[config.mk]
export PLATFORM = sky130hd
export DESIGN_NAME = jtag_vector_master_flat
export DESIGN_NICKNAME = d
export VERILOG_FILES = /design/src/rtl/jtag_vm_pkg.sv /design/src/rtl/jtag_vector_master_if.sv /design/src/rtl/jtag_vector_master_tap_tracker.sv /design/src/rtl/jtag_vector_master.sv /design/src/flat_wrapper.sv
export SDC_FILE = /design/constraint.sdc
export NUM_CORES = 1
export LEC_CHECK = 0
export BUFFER_PORTS_ARGS = -buffer_cell sky130_fd_sc_hd__buf_2
export CAP_MARGIN = 20
export CORE_MARGIN = 10
export CORE_UTILIZATION = 40
export DETAILED_ROUTE_END_ITERATION = 6
export PLACE_DENSITY = 0.6
export SETUP_SLACK_MARGIN = 0.05
export SYNTH_ARGS = -nofsm -noshare
export SYNTH_HDL_FRONTEND = slang
export SYNTH_SLANG_ARGS = --single-unit
[constraint.sdc]
create_clock -name clk -period 7.8 [get_ports clk]
set_clock_uncertainty 0.2 [all_clocks]
set_input_delay 0.78 -clock clk [delete_from_list [all_inputs] [get_ports clk]]
set_output_delay 0.78 -clock clk [all_outputs]
set_load 0.05 [all_outputs]
[src/rtl/jtag_vm_pkg.sv]
// Shared constants for the JTAG vector master: register map, control/status
// bit positions, shift FSM encoding and IEEE 1149.1 TAP state encoding.
package jtag_vm_pkg;

  localparam logic [3:0] REG_CLKDIV   = 4'd0;
  localparam logic [3:0] REG_CTRL     = 4'd1;
  localparam logic [3:0] REG_LEN      = 4'd2;
  localparam logic [3:0] REG_TDI      = 4'd3;
  localparam logic [3:0] REG_TMS      = 4'd4;
  localparam logic [3:0] REG_TDO      = 4'd5;
  localparam logic [3:0] REG_STATUS   = 4'd6;
  localparam logic [3:0] REG_IRQ_MASK = 4'd7;
  localparam logic [3:0] REG_IRQ_STS  = 4'd8;

  localparam int CTRL_GO       = 0;
  localparam int CTRL_TRST     = 1;
  localparam int CTRL_ABORT    = 2;
  localparam int CTRL_TMS_IDLE = 3;

  localparam int STS_BUSY    = 0;
  localparam int STS_DONE    = 1;
  localparam int STS_ERR     = 2;
  localparam int STS_TAP_LSB = 8;

  localparam logic [1:0] ST_IDLE   = 2'd0;
  localparam logic [1:0] ST_LOW    = 2'd1;
  localparam logic [1:0] ST_HIGH   = 2'd2;
  localparam logic [1:0] ST_FINISH = 2'd3;

  typedef enum logic [3:0] {
    TAP_EX2_DR    = 4'h0,
    TAP_EX1_DR    = 4'h1,
    TAP_SHIFT_DR  = 4'h2,
    TAP_PAUSE_DR  = 4'h3,
    TAP_SEL_IR    = 4'h4,
    TAP_UPD_DR    = 4'h5,
    TAP_CAP_DR    = 4'h6,
    TAP_SEL_DR    = 4'h7,
    TAP_EX2_IR    = 4'h8,
    TAP_EX1_IR    = 4'h9,
    TAP_SHIFT_IR  = 4'hA,
    TAP_PAUSE_IR  = 4'hB,
    TAP_RTI       = 4'hC,
    TAP_UPD_IR    = 4'hD,
    TAP_CAP_IR    = 4'hE,
    TAP_TLR       = 4'hF
  } tap_state_e;

endpackage

[src/rtl/jtag_vector_master_if.sv]
// Wishbone classic slave bundle between the Microwatt bus and the JTAG master.
interface jtag_vector_master_if;
  logic [29:0] wb_adr_i;
  logic [31:0] wb_dat_i;
  logic [3:0]  wb_sel_i;
  logic        wb_cyc_i;
  logic        wb_stb_i;
  logic        wb_we_i;
  logic [31:0] wb_dat_o;
  logic        wb_ack_o;
  logic        wb_stall_o;

  modport slave (
    input  wb_adr_i, wb_dat_i, wb_sel_i, wb_cyc_i, wb_stb_i, wb_we_i,
    output wb_dat_o, wb_ack_o, wb_stall_o
  );

  modport master (
    output wb_adr_i, wb_dat_i, wb_sel_i, wb_cyc_i, wb_stb_i, wb_we_i,
    input  wb_dat_o, wb_ack_o, wb_stall_o
  );
endinterface

[src/rtl/jtag_vector_master_tap_tracker.sv]
// Shadow IEEE 1149.1 TAP controller, stepped on each TCK rise we generate.
module jtag_tap_tracker
  import jtag_vm_pkg::*;
(
  input  logic       clk,
  input  logic       rst,
  input  logic       trst_i,
  input  logic       tck_rise_i,
  input  logic       tms_i,
  output logic [3:0] state_o
);

  tap_state_e state_q, state_d;

  always_comb begin
    state_d = state_q;
    if (tck_rise_i) begin
      case (state_q)
        TAP_TLR:      state_d = tms_i ? TAP_TLR    : TAP_RTI;
        TAP_RTI:      state_d = tms_i ? TAP_SEL_DR : TAP_RTI;
        TAP_SEL_DR:   state_d = tms_i ? TAP_SEL_IR : TAP_CAP_DR;
        TAP_CAP_DR:   state_d = tms_i ? TAP_EX1_DR : TAP_SHIFT_DR;
        TAP_SHIFT_DR: state_d = tms_i ? TAP_EX1_DR : TAP_SHIFT_DR;
        TAP_EX1_DR:   state_d = tms_i ? TAP_UPD_DR : TAP_PAUSE_DR;
        TAP_PAUSE_DR: state_d = tms_i ? TAP_EX2_DR : TAP_PAUSE_DR;
        TAP_EX2_DR:   state_d = tms_i ? TAP_UPD_DR : TAP_SHIFT_DR;
        TAP_UPD_DR:   state_d = tms_i ? TAP_SEL_DR : TAP_RTI;
        TAP_SEL_IR:   state_d = tms_i ? TAP_TLR    : TAP_CAP_IR;
        TAP_CAP_IR:   state_d = tms_i ? TAP_EX1_IR : TAP_SHIFT_IR;
        TAP_SHIFT_IR: state_d = tms_i ? TAP_EX1_IR : TAP_SHIFT_IR;
        TAP_EX1_IR:   state_d = tms_i ? TAP_UPD_IR : TAP_PAUSE_IR;
        TAP_PAUSE_IR: state_d = tms_i ? TAP_EX2_IR : TAP_PAUSE_IR;
        TAP_EX2_IR:   state_d = tms_i ? TAP_UPD_IR : TAP_SHIFT_IR;
        TAP_UPD_IR:   state_d = tms_i ? TAP_SEL_DR : TAP_RTI;
        default:      state_d = TAP_TLR;
      endcase
    end
  end

  // TRST holds the real TAP in reset, so the shadow follows it there too.
  always_ff @(posedge clk or posedge rst) begin
    if (rst)         state_q <= TAP_TLR;
    else if (trst_i) state_q <= TAP_TLR;
    else             state_q <= state_d;
  end

  assign state_o = state_q;

endmodule

[src/rtl/jtag_vector_master.sv]
// Wishbone-slave JTAG master shifting per-bit TDI/TMS vectors with TDO readback.
// Optional TAP state tracking in STATUS[11:8] when JTAG_TAP_TRACK_EN is defined.
module jtag_vector_master
  import jtag_vm_pkg::*;
#(
  parameter int DATA_W = 32,
  parameter int DIV_W  = 8,
  parameter int LEN_W  = 6
) (
  input  logic                 clk,
  input  logic                 rst,
  jtag_vector_master_if.slave  wb,
  output logic                 tck_o,
  output logic                 tms_o,
  output logic                 tdi_o,
  output logic                 trst_o,
  input  logic                 tdo_i,
  output logic                 intr_o
);

  logic              sel, prev_sel_q, ack_q, wr_en, busy;
  logic [3:0]        idx;
  logic [DIV_W-1:0]  clkdiv_q, cnt_q, cnt_d;
  logic [LEN_W-1:0]  len_q, eff_len, n_q, n_d, bit_idx_q, bit_idx_d;
  logic [DATA_W-1:0] tdi_q, tms_q, tdo_q, tdo_d;
  logic [DATA_W-1:0] shift_tdi_q, shift_tdi_d, shift_tms_q, shift_tms_d;
  logic [1:0]        state_q, state_d, irq_mask_q, irq_sts_q, irq_sts_d, irq_w1c;
  logic              trst_q, tms_idle_q, tck_q, tck_d, done_q, done_d, err_q, err_d;
  logic              start, go_err, abort, busy_wr_err, finish, tck_rise, half_done;
  logic [3:0]        tap_state;
  logic [31:0]       rdata;

  assign sel     = wb.wb_cyc_i & wb.wb_stb_i;
  assign idx     = wb.wb_adr_i[3:0];
  assign wr_en   = ack_q & sel & wb.wb_we_i;
  assign busy    = (state_q != ST_IDLE);
  assign eff_len = (len_q == '0 || len_q > LEN_W'(DATA_W)) ? LEN_W'(DATA_W) : len_q;

  assign start       = wr_en && idx == REG_CTRL && wb.wb_dat_i[CTRL_GO] && !busy;
  assign go_err      = wr_en && idx == REG_CTRL && wb.wb_dat_i[CTRL_GO] && busy;
  assign abort       = wr_en && idx == REG_CTRL && wb.wb_dat_i[CTRL_ABORT] && busy;
  assign busy_wr_err = wr_en && busy && (idx == REG_CLKDIV || idx == REG_LEN ||
                                         idx == REG_TDI || idx == REG_TMS);
  assign irq_w1c     = (wr_en && idx == REG_IRQ_STS) ? wb.wb_dat_i[1:0] : 2'b00;

  always_ff @(posedge clk or posedge rst) begin
    if (rst) begin
      prev_sel_q <= 1'b0;
      ack_q      <= 1'b0;
    end else begin
      prev_sel_q <= sel;
      ack_q      <= sel & ~prev_sel_q;
    end
  end

  // Shift-defining registers are frozen while a transaction is in flight.
  always_ff @(posedge clk or posedge rst) begin
    if (rst) begin
      clkdiv_q   <= '1;
      trst_q     <= 1'b1;
      tms_idle_q <= 1'b0;
      len_q      <= '0;
      tdi_q      <= '0;
      tms_q      <= '0;
      irq_mask_q <= '0;
    end else if (wr_en) begin
      case (idx)
        REG_CLKDIV:   if (!busy) clkdiv_q <= wb.wb_dat_i[DIV_W-1:0];
        REG_CTRL: begin
          trst_q     <= wb.wb_dat_i[CTRL_TRST];
          tms_idle_q <= wb.wb_dat_i[CTRL_TMS_IDLE];
        end
        REG_LEN:      if (!busy) len_q <= wb.wb_dat_i[LEN_W-1:0];
        REG_TDI:      if (!busy) tdi_q <= wb.wb_dat_i[DATA_W-1:0];
        REG_TMS:      if (!busy) tms_q <= wb.wb_dat_i[DATA_W-1:0];
        REG_IRQ_MASK: irq_mask_q <= wb.wb_dat_i[1:0];
        default: ;
      endcase
    end
  end

  always_comb begin
    state_d     = state_q;
    cnt_d       = cnt_q;
    bit_idx_d   = bit_idx_q;
    n_d         = n_q;
    shift_tdi_d = shift_tdi_q;
    shift_tms_d = shift_tms_q;
    tck_d       = tck_q;
    tdo_d       = tdo_q;
    tck_rise    = 1'b0;
    finish      = 1'b0;
    half_done   = (cnt_q == clkdiv_q);
    case (state_q)
      ST_IDLE: if (start) begin
        state_d     = ST_LOW;
        cnt_d       = '0;
        bit_idx_d   = '0;
        n_d         = eff_len;
        shift_tdi_d = tdi_q;
        shift_tms_d = tms_q;
        tdo_d       = '0;
      end
      ST_LOW: if (half_done) begin
        state_d  = ST_HIGH;
        cnt_d    = '0;
        tck_d    = 1'b1;
        tck_rise = 1'b1;
        tdo_d    = tdo_q | (DATA_W'(tdo_i) << bit_idx_q);
      end else cnt_d = cnt_q + DIV_W'(1);
      ST_HIGH: if (half_done) begin
        cnt_d = '0;
        tck_d = 1'b0;
        if (bit_idx_q == n_q - LEN_W'(1)) state_d = ST_FINISH;
        else begin
          state_d     = ST_LOW;
          bit_idx_d   = bit_idx_q + LEN_W'(1);
          shift_tdi_d = shift_tdi_q >> 1;
          shift_tms_d = shift_tms_q >> 1;
        end
      end else cnt_d = cnt_q + DIV_W'(1);
      default: begin
        state_d = ST_IDLE;
        finish  = 1'b1;
      end
    endcase
    // Abort beats anything the shifter planned for this edge.
    if (abort) begin
      state_d  = ST_IDLE;
      cnt_d    = '0;
      tck_d    = 1'b0;
      tdo_d    = tdo_q;
      tck_rise = 1'b0;
      finish   = 1'b0;
    end

    done_d = done_q;
    err_d  = err_q;
    if (start)  begin done_d = 1'b0; err_d = 1'b0; end
    if (finish) done_d = 1'b1;
    if (go_err || busy_wr_err || abort) err_d = 1'b1;
    irq_sts_d = (irq_sts_q & ~irq_w1c) | {busy_wr_err | abort, finish};
  end

  always_ff @(posedge clk or posedge rst) begin
    if (rst) begin
      state_q     <= ST_IDLE;
      cnt_q       <= '0;
      bit_idx_q   <= '0;
      n_q         <= '0;
      shift_tdi_q <= '0;
      shift_tms_q <= '0;
      tck_q       <= 1'b0;
      tdo_q       <= '0;
      done_q      <= 1'b0;
      err_q       <= 1'b0;
      irq_sts_q   <= '0;
    end else begin
      state_q     <= state_d;
      cnt_q       <= cnt_d;
      bit_idx_q   <= bit_idx_d;
      n_q         <= n_d;
      shift_tdi_q <= shift_tdi_d;
      shift_tms_q <= shift_tms_d;
      tck_q       <= tck_d;
      tdo_q       <= tdo_d;
      done_q      <= done_d;
      err_q       <= err_d;
      irq_sts_q   <= irq_sts_d;
    end
  end

`ifdef JTAG_TAP_TRACK_EN
  jtag_tap_tracker u_tap_tracker (
    .clk        (clk),
    .rst        (rst),
    .trst_i     (trst_q),
    .tck_rise_i (tck_rise),
    .tms_i      (tms_o),
    .state_o    (tap_state)
  );
`else
  logic unused_tck_rise;
  assign unused_tck_rise = tck_rise;
  assign tap_state       = 4'h0;
`endif

  always_comb begin
    rdata = '0;
    case (idx)
      REG_CLKDIV:   rdata = 32'(clkdiv_q);
      REG_CTRL:     rdata = {28'b0, tms_idle_q, 1'b0, trst_q, 1'b0};
      REG_LEN:      rdata = 32'(len_q);
      REG_TDI:      rdata = 32'(tdi_q);
      REG_TMS:      rdata = 32'(tms_q);
      REG_TDO:      rdata = 32'(tdo_q);
      REG_STATUS:   rdata = {20'b0, tap_state, 5'b0, err_q, done_q, busy};
      REG_IRQ_MASK: rdata = {30'b0, irq_mask_q};
      REG_IRQ_STS:  rdata = {30'b0, irq_sts_q};
      default:      rdata = '0;
    endcase
  end

  logic unused_bus;
  assign unused_bus = ^{wb.wb_sel_i, wb.wb_adr_i[29:4], wb.wb_dat_i};

  assign wb.wb_dat_o   = rdata;
  assign wb.wb_ack_o   = ack_q;
  assign wb.wb_stall_o = 1'b0;
  assign tck_o         = tck_q;
  assign tdi_o         = busy & shift_tdi_q[0];
  assign tms_o         = busy ? shift_tms_q[0] : tms_idle_q;
  assign trst_o        = trst_q;
  assign intr_o        = |(irq_sts_q & irq_mask_q);

endmodule
[src/flat_wrapper.sv]
// flat-port wrapper written by rule: the top's interface ports become plain ports
module jtag_vector_master_flat import jtag_vm_pkg::*;
#(
  parameter int DATA_W = 32,
  parameter int DIV_W  = 8,
  parameter int LEN_W  = 6
)
  (clk, rst, tck_o, tms_o, tdi_o, trst_o, tdo_i, intr_o, wb_wb_adr_i, wb_wb_dat_i, wb_wb_sel_i, wb_wb_cyc_i, wb_wb_stb_i, wb_wb_we_i, wb_wb_dat_o, wb_wb_ack_o, wb_wb_stall_o);
  jtag_vector_master_if wb_i ();
  input  logic clk;
  input  logic rst;
  output logic tck_o;
  output logic tms_o;
  output logic tdi_o;
  output logic trst_o;
  input  logic tdo_i;
  output logic intr_o;
  input wire logic [$bits(wb_i.wb_adr_i)-1:0] wb_wb_adr_i;
  input wire logic [$bits(wb_i.wb_dat_i)-1:0] wb_wb_dat_i;
  input wire logic [$bits(wb_i.wb_sel_i)-1:0] wb_wb_sel_i;
  input wire logic [$bits(wb_i.wb_cyc_i)-1:0] wb_wb_cyc_i;
  input wire logic [$bits(wb_i.wb_stb_i)-1:0] wb_wb_stb_i;
  input wire logic [$bits(wb_i.wb_we_i)-1:0] wb_wb_we_i;
  output wire logic [$bits(wb_i.wb_dat_o)-1:0] wb_wb_dat_o;
  output wire logic [$bits(wb_i.wb_ack_o)-1:0] wb_wb_ack_o;
  output wire logic [$bits(wb_i.wb_stall_o)-1:0] wb_wb_stall_o;
  assign wb_i.wb_adr_i = wb_wb_adr_i;
  assign wb_i.wb_dat_i = wb_wb_dat_i;
  assign wb_i.wb_sel_i = wb_wb_sel_i;
  assign wb_i.wb_cyc_i = wb_wb_cyc_i;
  assign wb_i.wb_stb_i = wb_wb_stb_i;
  assign wb_i.wb_we_i = wb_wb_we_i;
  assign wb_wb_dat_o = wb_i.wb_dat_o;
  assign wb_wb_ack_o = wb_i.wb_ack_o;
  assign wb_wb_stall_o = wb_i.wb_stall_o;
  jtag_vector_master #(.DATA_W(DATA_W), .DIV_W(DIV_W), .LEN_W(LEN_W)) u_core (.clk(clk), .rst(rst), .wb(wb_i), .tck_o(tck_o), .tms_o(tms_o), .tdi_o(tdi_o), .trst_o(trst_o), .tdo_i(tdo_i), .intr_o(intr_o));
endmodule
==> results of run 1 <==
where the power goes:
group | internal, mW | switching (mW) | leakage, nW | total, mW
sequential | 1.17 | 0.0820 | 2.80 | 1.26
combinational | 0.261 | 0.383 | 2.57 | 0.644
clock | 0.666 | 0.439 | 0.390 | 1.10
total | 2.10 | 0.904 | 5.76 | 3.00
cells in the mapped netlist, drive strengths merged, types with 15 or more instances:
cell	instances	share of area [%]
a31oi	15	0.91
buf	19	1.0
a22oi	39	2.9
nand4	17	1.0
nor2	47	1.8
dfrtp	198	48
mux2	205	22
clkbuf	39	1.4
o21ai	31	1.5
inv	18	0.65
nand2	101	3.7
nor3	25	1.2
kinds of logic (layout without fill, tap and decap cells):
logic type | after synthesis | count (layout) | share of synthesized area (%)
other | 1 | 1 | 0.03636
muxes | 213 | 213 | 23.16
adders and majority gates | 9 | 9 | 1.092
and+or+nand+nor | 256 | 256 | 12.08
DFF | 207 | 207 | 50.33
buffers and inverters | 76 | 151 | 3.105
xor gates and xnor gates | 15 | 15 | 1.274
AOI/OAI and AO/OA | 132 | 132 | 8.928
final cells by class:
class / instances / area [um2]
clock inverter: 6 / 66.31
clock buffer: 37 / 719.4
timing repair buffer: 90 / 485.5
fill: 2281 / 13450
inverter: 18 / 75.07
sequential: 207 / 5191
tap: 330 / 412.9
multi-input combinational: 626 / 4851
registers in the layout, indices dropped and copies added (netlist names), 8 cells and up:
signal / count
u_core.tdi_q: 32
u_core.cnt_q: 8
u_core.tms_q: 32
u_core.clkdiv_q: 8
u_core.shift_tdi_q: 32
u_core.tdo_q: 32
u_core.shift_tms_q: 32
layer usage:
| layer | global-route usage (%) | vias up | wire, um | part of all wire [%] |
|---|---|---|---|---|
| li1 | - | 3394 | - | - |
| met1 | 20.80 | 3563 | 11580 | 46 |
| met2 | 24.28 | 151 | 11800 | 47 |
| met3 | 2.530 | 29 | 1197 | 4.8 |
| met4 | 3.248 | 2 | 351 | 1.4 |
| met5 | 0 | - | 7 | 0.028 |
stage by stage:
stage,total power [mW],hold WS [ps],utilization (%)
finish,3.004,195.7,46.73
global route,3.163,216.0,46.73
CTS,3.039,199.3,46.67
detailed placement,1.921,200.9,43.56
global placement,1.910,183.1,43.56
floorplan,1.744,177.7,-
how the worst max path moves through the flow:
stage	start	endpoint	slack, ps	depth (start not counted)
2_1_floorplan	rst	u_core.bit_idx_q[0]$_DFFE_PP0P_	1180	1
3_3_place_gp	wb_wb_adr_i[1]	u_core.tdo_q[19]$_DFFE_PP0P_	3880	5
3_5_place_dp	wb_wb_adr_i[1]	u_core.tdo_q[19]$_DFFE_PP0P_	3880	5
4_1_cts	u_core.state_q[0]$_DFFE_PP0P_	u_core.tdo_q[19]$_DFFE_PP0P_	4120	5
5_1_grt	u_core.state_q[0]$_DFFE_PP0P_	wb_wb_dat_o[0]	4060	7
6_report	wb_wb_adr_i[0]	wb_wb_dat_o[0]	4140	6
==> summary.log, run 1 <==
[critical_path] maximum fanout count along the critical path 14
[layout] Post-Layout Cell Count 1314
[placed_design] Placer Congestion 0.8127
[critical_path] library cell appearing most often on the critical path buf_2
[clock_tree] Longest Clk Path Bufs 3
[layout] nets@finish 1048
[layout] commonest non-fill, non-tap cell in the layout mux2_2
[grt] wire length of the first global-routing pass 40920 um
[clock_tree] cts-stage hold buffer count 0
[layout] summed area of non-filler cells in the final layout 0.01180 mm2
[timing] worst-margin pin slew 1127 ps
[placed_design] Place WS 3884 ps
[logic_synthesis] Cell Area, Synth 0.01031 mm2
[timing] timing-limited maximum frequency 273.1 MHz
[placed_design] Cell Count Post-Placement 1270
[logic_synthesis] Main synth FF type dfrtp_1
[logic_synthesis] mean instance size in the synthesized netlist 11.35 um2
[timing] final number of hold-violating endpoints 0
[floorplan] area inside the core boundary 0.02525 mm2
[placed_design] port buffer count 79
[layout] ratio of cells with drive above 1 in the final layout 36.89%
[timing] count of final max-slew check failures 0
[flow_run] # Max-Cap Violations 0
[route] number of nets with antenna violations after detailed routing 0
[critical_path] CP Class in2out
[logic_synthesis] flip-flop and latch count after synthesis 207
[route] final routed DRC violation total 0
[min_path] Worst Hold End u_core.wb.wb_ack_o$_DFF_PP0_
[grt] antenna violations before repair 1
[min_path] worst min path class reg2reg
[timing] worst slew margin relative to its limit 24.18%
[clock_tree] Reg clk slew, reported paths 50 ps
[grt] overall global routing resource usage 15.08%
[critical_path] register-to-register setup slack 4330 ps
[timing] summed negative setup slack over all endpoints 0 ps
[logic_synthesis] yosys warns 0
[route] routed wire length 24940 um
[clock_tree] TritonCTS clock tree built
[timing] shortest clock period the worst path allows after layout 3662 ps
[clock_tree] post-CTS sizing 0
[critical_path] required time worst endpoint 6820 ps
[clock_tree] Worst-Skew Late Latency 520 ps
[layout] top library cells by usage in the layout, fill and taps aside 205 x mux2_2, 198 x dfrtp_1, 101 x nand2_1, 79 x buf_2, 44 x nor2_1
[floorplan] number of placement rows 58
[route] length of the first detailed-routing pass in iterations 5
[pwr] leakage component of the power 5.755 nW
[timing] setup slack of the critical path after layout 4138 ps
[grt] via count of the first global-routing pass 7295
[critical_path] Worst R2R End u_core.shift_tdi_q[21]$_DFFE_PP0P_
[critical_path] Max stage delay cell, worst path nor3_1
[floorplan] DIE AREA 0.03261 mm2
[route] number of vias per cell 5.433
[route] routed length per placed instance 18.98 um
[placed_design] hpwl dp 16230 um
[logic_synthesis] number of distinct standard cells referenced by the synthesized netlist 60
[route] Iter 0 DRT Violations 423
[clock_tree] number of buffers inserted to repair setup after CTS 0
[floorplan] die height 180.6 um
[critical_path] critical path buffer and inverter count 2
[critical_path] delay of the slowest cell on the worst path 780 ps
[clock_tree] Clock Root Buffer clkbuf_16
[pwr] total power per unit cell area 254.5 mW/mm2
[critical_path] worst path cell trace buf_2, nand2b_1, nor3_1, a22oi_1, nand4_1, buf_2
[logic_synthesis] part of the Yosys area used for sequential elements 50.33%
[floorplan] DIE WIDTH 180.6 um
[placed_design] Post-Place Cell Area 0.01100 mm2
[logic_synthesis] count of flip-flops with a built-in enable after synthesis 0
[run_status] result of the run completed
[min_path] Min-Delay Path Depth 1
[logic_synthesis] post-synthesis net count 990
[grt] total overflow reported by the global router 0
[logic_synthesis] ys async rst share 100.0%
[clock_tree] sink count of the clock tree 207
[layout] area added between synthesis and finish 14.41%
[grt] pin count of the biggest net entering global routing 137
[critical_path] type of element capturing the critical path primary output
[floorplan] effective utilization at floorplan 40.84%
[min_path] min-delay src u_core.prev_sel_q$_DFF_PP0_
[route] vias after detailed routing 7139
[timing] setup repair after global routing missed its margin no
[timing] Tcrit/Tclk final 46.95%
[clock_tree] depth of the CTS H-tree 1
[critical_path] Crit path max-delay family simple AND/OR/NAND/NOR gates
[logic_synthesis] Synth Instances 909
[clock_tree] Num CTS Buffers 24
[critical_path] length in cells of the worst reg-to-reg path 7
[layout] number of diodes added for antenna fixing 0
[critical_path] origin of the critical flop-to-flop path u_core.state_q[0]$_DFFE_PP0P_
[timing] final setup violation count 0
[critical_path] data arrival time at the worst-slack endpoint 2680 ps
[floorplan] Top-Level Pins 111
[critical_path] startpoint type of the worst setup path primary input
[pwr] maximum resistive drop on vdd 0.1480 mV
No activity file was read; power rests on OpenSTA's default activity.
==> run 2, diff against run 1 <==
--- a/config.mk
+++ b/config.mk
@@ -10,7 +10,7 @@
 export CORE_MARGIN = 10
 export CORE_UTILIZATION = 40
 export DETAILED_ROUTE_END_ITERATION = 6
-export PLACE_DENSITY = 0.6
+export PLACE_DENSITY = 0.62
 export SETUP_SLACK_MARGIN = 0.05
 export SYNTH_ARGS = -nofsm -noshare
 export SYNTH_HDL_FRONTEND = slang
==> constraint.sdc (replaced) <==
create_clock -name clk -period 3 [get_ports clk]
set_clock_uncertainty 0.2 [all_clocks]
set_input_delay 0.3 -clock clk [delete_from_list [all_inputs] [get_ports clk]]
set_output_delay 0.3 -clock clk [all_outputs]
set_load 0.05 [all_outputs]
==> summary.log, run 2 (synthesis results as in run 1) <==
[pwr] maximum resistive drop on vdd 0.3465 mV [+130%]
[clock_tree] Num CTS Buffers 23 [-4.2%]
[min_path] min-delay src wb_wb_dat_i[2]
[clock_tree] Longest Clk Path Bufs 3 [unchanged]
[timing] timing-limited maximum frequency 354.1 MHz
[pwr] logic gate share of total power 22.9% [+1.5 points]
[clock_tree] sink count of the clock tree 207 [unchanged]
[floorplan] DIE AREA 0.03261 mm2 [unchanged]
[route] routed length per placed instance 18.52 um [-2.4%]
[route] routed wire length 25280 um [+1.4%]
[placed_design] hpwl dp 17380 um [+7.0%]
[critical_path] CP Class reg2out
[pwr] Flop pwr share 42.0% [+0.2 points]
[timing] final setup violation count 0 [unchanged]
[clock_tree] TritonCTS clock tree built
[min_path] Min-Delay Path Depth 3 [+2]
[timing] final number of hold-violating endpoints 0 [unchanged]
[grt] via count of the first global-routing pass 7658 [+5.0%]
[timing] setup repair after global routing missed its margin no
[critical_path] register-to-register setup slack 350 ps [-3980 ps]
[clock_tree] Reg clk slew, reported paths 60 ps [about the same]
[placed_design] port buffer count 79 [unchanged]
[critical_path] maximum fanout count along the critical path 8 [-6]
[route] number of nets with antenna violations after detailed routing 0 [unchanged]
[layout] number of inserted filler cells in the final layout 2312 [+1.4%]
[placed_design] Post-Place Cell Area 0.01120 mm2 [+1.8%]
[placed_design] Placer Congestion 0.8581 [+5.6%]
[pwr] total power per unit cell area 632.1 mW/mm2 [+150%]
[flow_run] # Max-Cap Violations 0 [unchanged]
[floorplan] area inside the core boundary 0.02525 mm2 [unchanged]
[min_path] worst min path class in2reg
[timing] Tcrit/Tclk final 94.15%
[critical_path] type of element capturing the critical path primary output
[layout] top library cells by usage in the layout, fill and taps aside 205 x mux2_2, 198 x dfrtp_1, 101 x nand2_1, 78 x buf_2, 45 x nor2_1
[route] Iter 0 DRT Violations 479 [+13%]
[route] final routed DRC violation total 0 [unchanged]
[critical_path] origin of the critical flop-to-flop path u_core.n_q[0]$_DFFE_PP0P_
[critical_path] data arrival time at the worst-slack endpoint 2320 ps [-360 ps]
[grt] pin count of the biggest net entering global routing 75 [-45%]
[layout] area of the multi-input gates 0.004841 mm2 [-0.21%]
[route] number of vias per cell 5.371 [-1.1%]
[pwr] Clk pwr share 35.1% [-1.7 points]
[critical_path] Worst R2R End u_core.shift_tdi_q[24]$_DFFE_PP0P_
[grt] overall global routing resource usage 15.19% [+0.11 points]
[timing] count of final max-slew check failures 0 [unchanged]
[clock_tree] Worst-Skew Late Latency 510 ps [about the same]
[floorplan] Top-Level Pins 111 [unchanged]
[critical_path] startpoint type of the worst setup path register
[pwr] switching power 2.340 mW [+160%]
[layout] Post-Layout Cell Count 1365 [+3.9%]
[floorplan] die height 180.6 um [unchanged]
[grt] antenna violations before repair 0 [-1]
[pwr] share of total power consumed by net switching 30.14% [+0.054 points]
[floorplan] effective utilization at floorplan 40.84% [unchanged]
[timing] shortest clock period the worst path allows after layout 2824 ps
[floorplan] DIE WIDTH 180.6 um [unchanged]
[timing] worst slew margin relative to its limit 50.08% [+26 points]
[layout] number of diodes added for antenna fixing 0 [unchanged]
[pwr] Internal Dissipation 5.424 mW [+160%]
[timing] worst-margin pin slew 741.9 ps [-385.0 ps]
[layout] area added between synthesis and finish 19.08%
[timing] summed negative setup slack over all endpoints 0 ps [unchanged]
[critical_path] required time worst endpoint 2500 ps [-4320 ps]
[min_path] Worst Hold End u_core.len_q[2]$_DFFE_PP0P_
[clock_tree] Clock Root Buffer clkbuf_16
[run_status] result of the run completed
[route] vias after detailed routing 7331 [+2.7%]
[layout] Reg area 0.005191 mm2 [unchanged]
[floorplan] number of placement rows 58 [unchanged]
[pwr] leakage component of the power 5.980 nW [+3.9%]
[layout] commonest non-fill, non-tap cell in the layout mux2_2
[grt] wire length of the first global-routing pass 41680 um [+1.9%]
[layout] summed area of non-filler cells in the final layout 0.01228 mm2 [+4.1%]
[placed_design] Cell Count Post-Placement 1289 [+1.5%]
[layout] nets@finish 1100 [+5.0%]
[critical_path] length in cells of the worst reg-to-reg path 8 [+1]
[grt] total overflow reported by the global router 0 [unchanged]
[clock_tree] depth of the CTS H-tree 1 [unchanged]
[layout] ratio of cells with drive above 1 in the final layout 36.62% [-0.27 points]
[route] length of the first detailed-routing pass in iterations 5 [unchanged]
-- run 2: cell count changes in the layout (fill, tap and decap cells not counted), sizes merged --
cell / delta
dlygate4sd3: +34
buf: +19
clkbuf: -1
clkinv: -1
clkinvlp: +1
inv: -1
-- run 2: through the flow --
step	util [%]	hold WS [ps]	power (mW)	setup WS, ps
2_1_floorplan	-	177.7	4.535	-178.9
3_3_place_gp	44.36	77.10	4.999	341.7
3_5_place_dp	44.36	68.79	5.034	335.1
4_1_cts	48.61	3.916	7.835	60.43
5_1_grt	48.64	49.12	8.149	52.36
6_report	48.64	17.34	7.764	175.6
-- run 2: area by class of cell --
| cell class | instances | area share (%) |
|---|---|---|
| flip-flops and latches | 207 | 42.26 |
| multi-input cells | 626 | 39.41 |
| repair buffers | 143 | 8.485 |
| clock buffers | 36 | 5.490 |
| well taps | 330 | 3.362 |
| inverters | 18 | 0.5806 |
| clock inverters | 5 | 0.4075 |
-- run 2: how the worst max path moves through the flow --
| stage | from | endpoint | slack [ps] | cells after the start |
|---|---|---|---|---|
| floorplan | rst | u_core.bit_idx_q[0]$_DFFE_PP0P_ | -180 | 1 |
| global placement | wb_wb_adr_i[1] | u_core.cnt_q[7]$_DFFE_PP0P_ | 340 | 6 |
| detailed placement | wb_wb_adr_i[1] | u_core.cnt_q[7]$_DFFE_PP0P_ | 340 | 6 |
| CTS | u_core.state_q[1]$_DFFE_PP0P_ | wb_wb_dat_o[0] | 60 | 8 |
| global route | u_core.state_q[1]$_DFFE_PP0P_ | wb_wb_dat_o[0] | 50 | 8 |
| finish | u_core.state_q[1]$_DFFE_PP0P_ | wb_wb_dat_o[0] | 180 | 8 |
-- run 2: critical path, cell delays in order, from the launching register on --
cell and delay (ps):
dfrtp_1 430, inv_2 80, ha_2 210, buf_4 190
nor2_1 90, a21oi_1 40, or3b_2 460, nand4_1 140
buf_6 170
-- run 2: power by group through the flow --
stage / Sequential (mW) / Combinational [mW] / Clock (mW)
floorplan: 3.24 / 1.29 / 0
global placement: 3.30 / 1.69 / 0
detailed placement: 3.31 / 1.72 / 0
CTS: 3.26 / 1.78 / 2.80
global route: 3.29 / 1.94 / 2.92
finish: 3.26 / 1.78 / 2.72
-- run 2: routing by layer --
layer,vias to the layer above,wire [um],track usage [%]
li1,3500,-,-
met1,3645,11750,20.20
met2,149,11820,24.68
met3,37,1187,2.871
met4,0,529,4.265
met5,-,0,0
-- run 2: timing repair --
item | CTS | global route
endpoints found under the hold margin | 280 | 0
gates cloned | 0 | 0
endpoints found under the setup margin | 1 | 1
resized for setup | 1 | 3
buffers inserted | 1 | 0
hold buffers | 34 | 0
==> run 3, diff against run 2 <==
--- a/config.mk
+++ b/config.mk
@@ -6,10 +6,11 @@
 export NUM_CORES = 1
 export LEC_CHECK = 0
 export BUFFER_PORTS_ARGS = -buffer_cell sky130_fd_sc_hd__buf_2
-export CAP_MARGIN = 20
+export CAP_MARGIN = 0
 export CORE_MARGIN = 10
 export CORE_UTILIZATION = 40
 export DETAILED_ROUTE_END_ITERATION = 6
+export HOLD_SLACK_MARGIN = 0.15
 export PLACE_DENSITY = 0.62
 export SETUP_SLACK_MARGIN = 0.05
 export SYNTH_ARGS = -nofsm -noshare
==> constraint.sdc (replaced) <==
create_clock -name clk -period 3 [get_ports clk]
set_clock_uncertainty 0.2 [all_clocks]
set_input_delay 0.3 -clock clk [delete_from_list [all_inputs] [get_ports clk]]
set_output_delay 0.3 -clock clk [all_outputs]
set_load 0.01 [all_outputs]
==> summary.log, run 3 (synthesis results as in run 1) <==
[layout] number of diodes added for antenna fixing 0 [unchanged]
[run_status] result of the run completed
[layout] top library cells by usage in the layout, fill and taps aside 205 x mux2_2, 196 x dfrtp_1, 101 x nand2_1, 79 x buf_2, 45 x nor2_1
[clock_tree] TritonCTS clock tree built
[route] final routed DRC violation total 0 [unchanged]
[timing] timing-limited maximum frequency 358.6 MHz [+1.3%]
[critical_path] required time worst endpoint 2500 ps [about the same]
[route] routed wire length 25210 um [-0.27%]
[timing] setup repair after global routing missed its margin no
[floorplan] effective utilization at floorplan 40.84% [unchanged]
[route] number of vias per cell 5.385 [+0.27%]
[timing] shortest clock period the worst path allows after layout 2788 ps [-35.93 ps]
[grt] antenna violations before repair 0 [unchanged]
[placed_design] Placer Congestion 0.8616 [+0.41%]
[pwr] maximum resistive drop on vdd 0.4315 mV [+25%]
[route] length of the first detailed-routing pass in iterations 5 [unchanged]
[layout] number of inserted filler cells in the final layout 2311 [-0.043%]
[route] routed length per placed instance 18.39 um [-0.71%]
[timing] worst slew margin relative to its limit 52.98% [+2.9 points]
[timing] final number of hold-violating endpoints 0 [unchanged]
[pwr] total power per unit cell area 636.4 mW/mm2 [+0.68%]
[layout] nets@finish 1105 [+0.45%]
[critical_path] maximum fanout count along the critical path 10 [+2]
[floorplan] die height 180.6 um [unchanged]
[timing] Tcrit/Tclk final 92.95% [-1.2 points]
[timing] summed negative setup slack over all endpoints 0 ps [unchanged]
[critical_path] register-to-register setup slack 340 ps [about the same]
[floorplan] number of placement rows 58 [unchanged]
[layout] area added between synthesis and finish 20.34%
[min_path] worst min path class reg2reg
[route] vias after detailed routing 7383 [+0.71%]
[clock_tree] Worst-Skew Late Latency 510 ps [about the same]
[critical_path] type of element capturing the critical path primary output
[pwr] Power Total 7.899 mW [+1.7%]
[grt] total overflow reported by the global router 0 [unchanged]
[timing] count of final max-slew check failures 0 [unchanged]
[grt] overall global routing resource usage 15.18% [about the same]
[route] Iter 0 DRT Violations 531 [+11%]
[floorplan] DIE AREA 0.03261 mm2 [unchanged]
[floorplan] DIE WIDTH 180.6 um [unchanged]
[clock_tree] Clock Root Buffer clkbuf_16
[placed_design] port buffer count 79 [unchanged]
[critical_path] CP Class reg2out
[floorplan] Top-Level Pins 111 [unchanged]
[clock_tree] Reg clk slew, reported paths 60 ps [about the same]
[layout] commonest non-fill, non-tap cell in the layout mux2_2
[critical_path] startpoint type of the worst setup path register
[grt] wire length of the first global-routing pass 41860 um [+0.42%]
[timing] final setup violation count 0 [unchanged]
[placed_design] hpwl dp 17470 um [+0.51%]
[clock_tree] Longest Clk Path Bufs 3 [unchanged]
[grt] via count of the first global-routing pass 7609 [-0.64%]
[flow_run] # Max-Cap Violations 0 [unchanged]
[layout] area of the multi-input gates 0.004841 mm2 [unchanged]
[layout] ratio of cells with drive above 1 in the final layout 36.98% [+0.37 points]
[clock_tree] sink count of the clock tree 207 [unchanged]
[layout] Reg area 0.005194 mm2 [about the same]
[pwr] leakage component of the power 6.031 nW [+0.85%]
[floorplan] area inside the core boundary 0.02525 mm2 [unchanged]
[critical_path] data arrival time at the worst-slack endpoint 2290 ps [-30 ps]
[grt] pin count of the biggest net entering global routing 70 [-6.7%]
[route] number of nets with antenna violations after detailed routing 0 [unchanged]
[timing] worst-margin pin slew 705.2 ps [-36.69 ps]
[clock_tree] depth of the CTS H-tree 1 [unchanged]
[clock_tree] Num CTS Buffers 23 [unchanged]
[run 3: cell types whose count changed in the layout (fill, tap and decap cells not counted), moves of 2 or more]
cell,change
dlygate4sd3_1,+6
clkbuf_1,-5
clkbuf_8,+3
buf_4,-2
dfrtp_1,-2
dfrtp_2,+2
[run 3: through the flow]
stage	hold slack (ps)	utilization [%]	cell area, um2	cells	setup WS (ps)
2_1_floorplan	177.7	-	10320	909	-178.9
3_3_place_gp	175.4	44.41	11210	1289	296.8
3_5_place_dp	176.8	44.41	11210	1289	247.1
4_1_cts	189.7	49.13	12410	1371	94.83
5_1_grt	195.0	49.15	12410	1371	71.14
6_report	186.8	49.15	12410	1371	211.5
[run 3: worst paths after layout]
kind                                               startpoint                                 end  cells after the start
worst max-delay path            u_core.state_q[0]$_DFFE_PP0P_                      wb_wb_dat_o[0]                      8
worst min-delay path              u_core.prev_sel_q$_DFF_PP0_        u_core.wb.wb_ack_o$_DFF_PP0_                      1
worst max register to register      u_core.n_q[0]$_DFFE_PP0P_  u_core.shift_tms_q[17]$_DFFE_PP0P_                      8
worst min register to register    u_core.prev_sel_q$_DFF_PP0_        u_core.wb.wb_ack_o$_DFF_PP0_                      1
max in group asynchronous                                 rst      u_core.clkdiv_q[0]$_DFFE_PP1P_                      4
min in group asynchronous                                 rst         u_core.len_q[1]$_DFFE_PP0P_                      3
[run 3: final cells by class]
type	instances	share of cell area, %
timing repair buffer	148	8.870
multi-input combinational	626	39.00
clock inverter	8	0.7761
inverter	18	0.5745
tap	330	3.326
clock buffer	34	5.614
sequential	207	41.84
[run 3: per-layer routing]
layer	GRT usage, %	routed length [um]	vias up
li1	-	-	3510
met1	21.12	11910	3678
met2	23.87	11660	165
met3	2.631	1139	30
met4	3.970	491	0
met5	0	0	-
[run 3: timing repair]
| action | 4_1_cts | 5_1_grt |
|---|---|---|
| setup endpoints to repair | 0 | 1 |
| setup buffers | 0 | 0 |
| gates resized for setup | 0 | 3 |
| hold endpoints to repair | 273 | 0 |
| hold buffers | 40 | 0 |
[run 3: power by group]
| part | switching, mW | internal (mW) | leakage [nW] |
|---|---|---|---|
| Clock | 1.13 | 1.78 | 0.393 |
| Sequential | 0.220 | 3.05 | 2.80 |
| Combinational | 0.955 | 0.768 | 2.84 |
[run 3: worst max-delay path: stages, from the launching register on]
cell and delay (ps):
dfrtp_2 420, inv_1 110, ha_2 230, buf_4 180, nor2_1 90, a21oi_1 40
or3b_2 460, nand4_1 110, buf_2 140
